### src/rtl/arbiter_pkg.sv
// Shared encodings and a width helper for the QoS round-robin arbiter.
package arbiter_pkg;
    localparam logic ARB_PACKET = 1'b0;
    localparam logic ARB_CYCLE  = 1'b1;

    localparam logic [0:0] IDLE = 1'b0;
    localparam logic [0:0] HOLD = 1'b1;

    // Ceiling log2, never below 1 so a two-requester build still has a grant bit.
    function automatic int log2(input int n);
        int r;
        r = 1;
        for (int i = 1; i < 31; i++)
            if ((1 << i) < n) r = i + 1;
        return r;
    endfunction
endpackage

### src/rtl/qos_arbiter_rr_select.sv
// Combinational round-robin picker: first set bit strictly above ptr, wrapping.
module rr_select #(
    parameter int WIDTH   = 8,
    parameter int GRANT_W = 3
) (
    input  logic [WIDTH-1:0]   req,
    input  logic [GRANT_W-1:0] ptr,
    output logic [GRANT_W-1:0] idx,
    output logic               found
);
    logic [WIDTH-1:0] rot;
    int               base;
    int               pos;

    always_comb begin
        base = int'(ptr) + 1;
        if (base >= WIDTH) base = 0;
        // rot[k] holds requester (base + k) mod WIDTH
        rot   = (req >> base) | (req << (WIDTH - base));
        found = 1'b0;
        pos   = 0;
        for (int k = WIDTH - 1; k >= 0; k--) begin
            if (rot[k]) begin
                found = 1'b1;
                pos   = base + k;
            end
        end
        if (pos >= WIDTH) pos = pos - WIDTH;
        idx = GRANT_W'(pos);
    end
endmodule

### src/rtl/qos_arbiter.sv
// Weighted round-robin arbiter with ready handshake and zero-bubble hand-over.
// Optional QOS_ARBITER_URGENT_EN adds an urgent vector that wins arbitration first.
module qos_arbiter
    import arbiter_pkg::*;
#(
    parameter int    WIDTH    = 8,
    parameter string ARB_TYPE = "PACKET",
    parameter int    WEIGHT_W = 4,
    localparam int   GRANT_W  = log2(WIDTH)
) (
    input  logic                      clock,
    input  logic                      reset,
    input  logic [WIDTH-1:0]          requests,
    input  logic [WIDTH*WEIGHT_W-1:0] weights,
`ifdef QOS_ARBITER_URGENT_EN
    input  logic [WIDTH-1:0]          urgent,
`endif
    input  logic                      ready,
    output logic [GRANT_W-1:0]        grant,
    output logic [WIDTH-1:0]          grant_onehot,
    output logic                      valid,
    output logic                      last
);
    localparam logic ARB_MODE = (ARB_TYPE == "CYCLE") ? ARB_CYCLE : ARB_PACKET;

    logic [0:0]                       state;
    logic [GRANT_W-1:0]               ptr;
    logic [WEIGHT_W-1:0]              credit;
    logic [WIDTH-1:0][WEIGHT_W-1:0]   wt;
    logic [GRANT_W-1:0]               sel_ptr;
    logic [GRANT_W-1:0]               pick;
    logic                             pick_found;
    logic                             acc;
    logic                             beat_rel;
    logic                             release_now;
    logic                             load;

    assign wt = weights;

    // On release the pointer moves to the holder in the same edge, so arbitrate from it.
    assign sel_ptr = (state == HOLD) ? grant : ptr;

`ifdef QOS_ARBITER_URGENT_EN
    logic [WIDTH-1:0]   urg_req;
    logic [GRANT_W-1:0] urg_idx, all_idx;
    logic               urg_found;

    assign urg_req = requests & urgent;

    rr_select #(.WIDTH(WIDTH), .GRANT_W(GRANT_W)) u_sel_urg (
        .req(urg_req), .ptr(sel_ptr), .idx(urg_idx), .found(urg_found)
    );
    rr_select #(.WIDTH(WIDTH), .GRANT_W(GRANT_W)) u_sel_all (
        .req(requests), .ptr(sel_ptr), .idx(all_idx), .found(pick_found)
    );
    assign pick = urg_found ? urg_idx : all_idx;
`else
    rr_select #(.WIDTH(WIDTH), .GRANT_W(GRANT_W)) u_sel_all (
        .req(requests), .ptr(sel_ptr), .idx(pick), .found(pick_found)
    );
`endif

    assign acc         = valid & ready;
    assign beat_rel    = acc & ((credit == WEIGHT_W'(1)) | (ARB_MODE == ARB_CYCLE));
    assign release_now = (state == HOLD) & (~requests[grant] | beat_rel);
    assign load        = (state == IDLE) | release_now;
    assign last        = beat_rel;

    always_ff @(posedge clock or negedge reset) begin
        if (!reset) begin
            state        <= IDLE;
            ptr          <= GRANT_W'(WIDTH - 1);
            credit       <= '0;
            grant        <= '0;
            grant_onehot <= '0;
            valid        <= 1'b0;
        end else if (load) begin
            if (state == HOLD) ptr <= grant;
            if (pick_found) begin
                state        <= HOLD;
                valid        <= 1'b1;
                grant        <= pick;
                grant_onehot <= {{(WIDTH-1){1'b0}}, 1'b1} << pick;
                credit       <= wt[pick];
            end else begin
                state        <= IDLE;
                valid        <= 1'b0;
                grant        <= '0;
                grant_onehot <= '0;
                credit       <= '0;
            end
        end else if (acc && credit != '0) begin
            // zero credit means unlimited and is never decremented
            credit <= credit - 1'b1;
        end
    end
endmodule

### config.mk
export PLATFORM = sky130hd
export DESIGN_NAME = qos_arbiter
export DESIGN_NICKNAME = d
export VERILOG_FILES = /design/src/rtl/arbiter_pkg.sv /design/src/rtl/qos_arbiter_rr_select.sv /design/src/rtl/qos_arbiter.sv
export SDC_FILE = /design/constraint.sdc
export NUM_CORES = 1
export LEC_CHECK = 0
export ABC_AREA = 1
export CORE_ASPECT_RATIO = 1.4
export CORE_MARGIN = 2
export CORE_UTILIZATION = 54
export CTS_CLUSTER_SIZE = 8
export DETAILED_ROUTE_END_ITERATION = 12
export PLACE_DENSITY = 0.95
export SETUP_SLACK_MARGIN = 0.2
export SLEW_MARGIN = 15
export SYNTH_ARGS = -nofsm -noshare
export SYNTH_HDL_FRONTEND = slang
export SYNTH_SLANG_ARGS = --single-unit
### constraint.sdc
create_clock -name clock -period 5.1 [get_ports clock]
set_input_delay 1.02 -clock clock [delete_from_list [all_inputs] [get_ports clock]]
set_output_delay 1.02 -clock clock [all_outputs]
set_load 0.03 [all_outputs]
# Word level (Yosys, flattened, before mapping)
# Index checks and enable logic that the tools add are counted.
[op_classes]
n_lt_le_gt_ge = 4
eq_ne = 1
n_addsub = 11
shifts = 3
n_mux = 29
n_reduce_logical = 3
n_bitwise = 8
[op_table]
columns = ["op", "n"]
rows = [
  ["32-bit 2-to-1 mux", 9],
  ["32-bit by 4-bit adder with 32-bit output, second input constant", 4],
  ["32-bit by 3-bit adder with 32-bit output, second input constant", 2],
  ["32-bit by 5-bit >= comparator with 1-bit output, second input constant", 2],
  ["32-bit by 2-bit adder with 32-bit output, second input constant", 1],
  ["8-bit by 32-bit << shifter with 8-bit output", 1],
  ["8-bit by 32-bit right shift with 8-bit output", 1],
  ["5-bit by 32-bit subtractor with 32-bit output, first input constant", 1],
  ["4-bit 2-to-1 mux", 4],
  ["4-bit binary-select mux with 3-bit select", 1],
  ["1-bit 2-to-1 mux", 10],
  ["3-bit 2-to-1 mux", 3],
  ["3-bit by 4-bit < comparator with 1-bit output, second input constant", 2],
  ["8-bit 2-to-1 mux", 1],
  ["8-bit bitwise OR", 1],
  ["1-bit by 3-bit << shifter with 8-bit output, first input constant", 1],
  ["3-bit by 1-bit adder with 4-bit output, second input constant", 1],
  ["4-bit by 1-bit equality test with 1-bit output, second input constant", 1],
  ["4-bit nonzero test", 1],
  ["4-bit by 1-bit subtractor with 4-bit output, second input constant", 1],
  ["1-bit AND", 3],
  ["1-bit binary-select mux with 3-bit select", 1],
  ["3-bit by 1-bit subtractor with 3-bit output, second input constant", 1],
  ["1-bit NOT", 2],
  ["3 further kinds", 4],
]
[word_totals]
wordCells = 64
input_bits = 43
output_inout_bits = 13
register_bits = 19

# Logic depth before layout (Yosys ltp)
[depth]
depth_word = 21
depth_mapped = 33
ltp_nobuf = 31

# Modules after synthesis
# A second synthesis with hierarchy kept.
[hier_totals]
cells_unflattened = 400
area_unflattened_um2 = 2382.3
[by_module_without_submodules]
columns = ["module", "cells_per_inst", "area_each_um2", "n_inst"]
rows = [
  ["qos_arbiter", 213, 1440.1, 1],
  ["rr_select", 187, 942.2, 1],
]

# Least setup slack after synthesis
# OpenSTA, ideal clock, no wires.
[synth_path]
path_type = "register -> register"
start = "register state"
end = "register credit[3]"
t_required_ns = 5.023
synth_period_minus_slack_ns = 3.366
setup_ns = 0.077
path_slack_ns = 1.734
arrival_ns = 3.289
stages_incl_launch_ff = 31
path_cell_list = "dfrtp_1 buf_6 inv_6 nand2_2 nand2_2 buf_2 ha_1 inv_1 nand2_4 buf_6 ha_1 nand2_1 nand2_1 inv_2 nand3_1 nand3_1 nand3_1 nand2_1 nand2_1 nand2_1 nand2_1 nand2_1 nand2_1 nand2_2 nand2_2 buf_6 nand3_1 nand2_1 nor2_1 nand2_1 a21oi_1"
[synth_between]
elab_chain_cells = 21
elab_cells_between_ends = 46
cone_classes = "10 x add/sub; 2 x order compare; 2 x shift; 23 x mux; 7 x bitwise; 2 x reduce/logical"
[synth_rtl]
columns = ["item", "line", "text"]
rows = [
  ["start, declared", "qos_arbiter.sv:26", "logic [0:0] state;"],
  ["start signal, assigned", "qos_arbiter.sv:71", "state <= IDLE;"],
  ["start signal, assigned", "qos_arbiter.sv:80", "state <= HOLD;"],
  ["start signal, assigned", "qos_arbiter.sv:86", "state <= IDLE;"],
  ["3-bit 2-to-1 mux (*)", "--", ""],
  ["named net sel_ptr[1]", "qos_arbiter.sv:30", "logic [GRANT_W-1:0] sel_ptr;"],
  ["3-bit by 1-bit adder with 4-bit output (*)", "qos_arbiter_rr_select.sv:16", "base = int'(ptr) + 1;"],
  ["32-bit by 5-bit >= comparator with 1-bit output", "qos_arbiter_rr_select.sv:17", "if (base >= WIDTH) base = 0;"],
  ["32-bit 2-to-1 mux (*)", "qos_arbiter_rr_select.sv:17", ""],
  ["5-bit by 32-bit subtractor with 32-bit output", "qos_arbiter_rr_select.sv:19", "rot = (req >> base) | (req << (WIDTH - base));"],
  ["8-bit by 32-bit << shifter with 8-bit output", "qos_arbiter_rr_select.sv:19", ""],
  ["8-bit bitwise OR", "qos_arbiter_rr_select.sv:19", ""],
  ["32-bit 2-to-1 mux (8 in a row)", "qos_arbiter_rr_select.sv:23", "if (rot[k]) begin"],
  ["32-bit by 5-bit >= comparator with 1-bit output / 3-bit by 1-bit subtractor with 3-bit output (equally long branches)", "qos_arbiter_rr_select.sv:28", "if (pos >= WIDTH) pos = pos - WIDTH;"],
  ["3-bit 2-to-1 mux", "qos_arbiter_rr_select.sv:28", ""],
  ["4-bit binary-select mux with 3-bit select", "qos_arbiter.sv:84", "credit <= wt[pick];"],
  ["4-bit 2-to-1 mux (implied by the code)", "qos_arbiter.sv:84", ""],
  ["4-bit 2-to-1 mux (*)", "qos_arbiter.sv:79", "if (pick_found) begin"],
  ["4-bit 2-to-1 mux (*)", "qos_arbiter.sv:77", "end else if (load) begin"],
  ["end signal, assigned", "qos_arbiter.sv:84", ""],
  ["end signal, assigned", "qos_arbiter.sv:94", "credit <= credit - 1'b1;"],
  ["end, declared", "qos_arbiter.sv:28", "logic [WEIGHT_W-1:0] credit;"],
]
# The timed path passes the listed nets; every way through them passes the cells marked *. The select of a mux whose other input is x is not followed.
# A chain may end at the register's enable or synchronous reset.

# Final worst setup path
[layout_path]
start = "register state"
end = "register credit[0]"
[layout_between]
elab_chain_cells = 21
elab_cells_between_ends = 46
cone_classes = "10 x add/sub; 2 x order compare; 2 x shift; 23 x mux; 7 x bitwise; 2 x reduce/logical"
[layout_rtl]
columns = ["item", "line"]
rows = [
  ["3-bit 2-to-1 mux", "--"],
  ["3-bit by 1-bit adder with 4-bit output", "qos_arbiter_rr_select.sv:16"],
  ["32-bit by 5-bit >= comparator with 1-bit output", "qos_arbiter_rr_select.sv:17"],
  ["32-bit 2-to-1 mux", "qos_arbiter_rr_select.sv:17"],
  ["5-bit by 32-bit subtractor with 32-bit output", "qos_arbiter_rr_select.sv:19"],
  ["8-bit by 32-bit << shifter with 8-bit output", "qos_arbiter_rr_select.sv:19"],
  ["8-bit bitwise OR", "qos_arbiter_rr_select.sv:19"],
  ["32-bit 2-to-1 mux (8 in a row)", "qos_arbiter_rr_select.sv:23"],
  ["32-bit by 5-bit >= comparator with 1-bit output / 3-bit by 1-bit subtractor with 3-bit output (equally long branches)", "qos_arbiter_rr_select.sv:28"],
  ["3-bit 2-to-1 mux", "qos_arbiter_rr_select.sv:28"],
  ["4-bit binary-select mux with 3-bit select", "qos_arbiter.sv:84"],
  ["4-bit 2-to-1 mux (implied by the code)", "qos_arbiter.sv:84"],
  ["4-bit 2-to-1 mux", "qos_arbiter.sv:79"],
  ["4-bit 2-to-1 mux", "qos_arbiter.sv:77"],
]
# Several ways; a longest one is shown, not always the timed one. The select of a mux whose other input is x is not followed.

==> impl_metrics.ini <==
[min_path]
holdCritStartpoint = grant_onehot[5]
min_path_cells = 2
hold_class = flop to flop

[clock_network]
cts_tree = yes
numCtsBuffers = 3
clockBufferDepth = 2
cts_htree_levels = 1
hold_buffers = 0
clock_latency_ns = 0.26
cts-resized-gates = 0
clk_pin_slew_ns = 0.08
cts-root-buf = clkbuf_8
clock_sinks = 19
postCtsSetupRepairBufs = 0

[worst_setup_path]
worstPathRequired_ns = 5.29
r2r_slack_ns = 1.23
crit_arrival_ns = 4.05
worstSetupEndpointType = flop
crit_type = flop to flop
rr_worst_depth = 28
r2r-start = state
crit_path_frequent_cell = nand2_1
cp-startpoint = state
cp_slowest_stage_delay_ns = 0.59
setup.worst_path.start_class = flop
cp_max_fo = 22
timing.rr.end = credit[0]
cp_slowest_cell = dfrtp_1
endpoint = credit[0]

[outcome]
violations = design-rule violations
outcome = finished, violations left

[placed_design]
globalplace.congestion = 0.974
portBuffers = 55
dp_hpwl_mm = 5.14

[grt]
grt_usage_pct = 29.6
antenna_found_initial = 0
grt_max_degree = 23
grt_pass1_vias = 2650
grt_overflow_total = 0
grt_first_pass_wirelength_mm = 11.2

[synthesis]
ys_top_cells_by_area = nand2_1 (19%), dfrtp_1 (18%), nand3_1 (9.2%), inv_1 (8.1%), nor2_1 (6.1%)
synth_edf_count = 0
synthCells = 386
synth_cell_types = 33
yosys_warnings = 0
syn_nets = 435
async_flop_share_pct = 100
avgSynthCellArea_sq_um = 5.90
ys.flop_type = dfrtp_1
synth_top_cell_area_share_pct = 18.6
synth.most_common_cell = nand2_1
yosysSeqAreaShare_pct = 21.0
synth_common_cells = nand2_1 (113), inv_1 (49), nand3_1 (42)
yosys.area.top_type = nand2_1
netlist_area_sq_um = 2280
ys_seq_elements = 19

[layout]
nNetsFinal = 486
antenna_cells = 0
syn_to_final_growth_pct = 25.0
drive_gt1_share_pct = 9.63

[timing]
worst_pin_slew_ns = 0.820
finClkSkew_ns = 0.00617
relSlewSlack_pct = 45.2
setup_viol = 0
period_minus_slack_ns = 3.87
final_max_slew_viol_count = 0
tns_ns = 0
period_share_pct = 75.8
finalHoldViolCount = 0
max_freq_mhz = 259
rsz0062_at_grt = no

[floorplanning]
die_h_um = 80.8
core_sq_um = 3990
pin_count = 56
dieWidth_um = 58.9
fp-row-count = 27
initial_utilization_pct = 57.1
dieArea_sq_um = 4760

[routing]
ant_nets = 0
via_per_inst = 5.67
remaining_drc_errors = 2
dr.pass1.iters = 8
initialDrtViolationCount = 192
wl_mm = 6.50
routedWlPerCell_um = 13.6
vias = 2716

[job]
maxCapViolCount = 0
[registers in the layout, indices dropped and copies added (netlist names)]
signal,cells
grant_onehot,8
credit,4
state,1
grant,3
ptr,3
[cells in the final DEF (no fill, tap or decap), drive strengths merged, types with 2 or more instances in the layout]
cell           netlist  layout
o21ai               45      45
clkbuf               1       3
clkdlybuf4s50        0      55
nand4                7       7
nand3b               2       2
or2                  2       2
dfstp                3       3
nor2                38      38
ha                   6       6
nand3               45      45
a21oi               15      15
inv                 55      55
and2                 2       2
dfrtp               16      16
nand2              135     135
[worst max-delay path: cells and delay by family, from the launching register on]
kind,cells,cell delay [ns]
buf+inv,5,0.48
flops,1,0.59
fa+ha+maj,2,0.50
simple gates,18,1.83
compound gates,3,0.36
[metrics by stage]
stage	setup WS [ns]	util, %	hold slack, ns	std cells	cell area [sq um]
2_1_floorplan	1.73	-	0.476	386	2280
3_3_place_gp	1.38	70.2	0.470	475	2800
3_5_place_dp	1.29	70.2	0.488	475	2800
4_1_cts	1.26	71.4	0.507	479	2850
5_1_grt	0.761	71.4	0.538	479	2850
6_report	1.23	71.4	0.499	479	2850
[worst min path at each step]
stage	slack [ns]	endpoint
after floorplan	0.48	ptr[1]
after global placement	0.47	grant_onehot[7]
after detailed placement	0.49	grant_onehot[5]
after CTS	0.51	grant_onehot[5]
after global routing	0.54	grant_onehot[1]
final	0.50	grant_onehot[5]
[area by class of cell]
| class | count | area, sq um |
|---|---|---|
| Multi-Input combinational cell | 303 | 1500 |
| Fill cell | 338 | 1140 |
| Inverter | 55 | 211 |
| Sequential cell | 19 | 479 |
| Clock inverter | 1 | 7.51 |
| Timing Repair Buffer | 55 | 551 |
| Tap cell | 43 | 53.8 |
| Clock buffer | 3 | 41.3 |
[cell families (layout without fill, tap and decap cells)]
family	Yosys count	in the layout	synth area share (%)
AO/OA/AOI/OAI	63	63	14.4
XOR/XNOR	1	1	0.385
adder cells (fa/ha/maj)	6	6	3.30
buffers and inverters	64	114	13.0
flip-flops	19	19	21.0
AND/OR/NAND/NOR	233	233	47.9
[layer usage]
metal	routed length (um)	vias up	GRT usage [%]
li1	-	1335	-
met2	3500	104	56.1
met4	227	0	11.4
met1	2470	1251	33.0
met3	304	26	2.71
met5	0	-	0
Power is left out: the tool's default activity adds up to more than one toggle a clock period on the data nets, which glitch-free logic cannot reach.
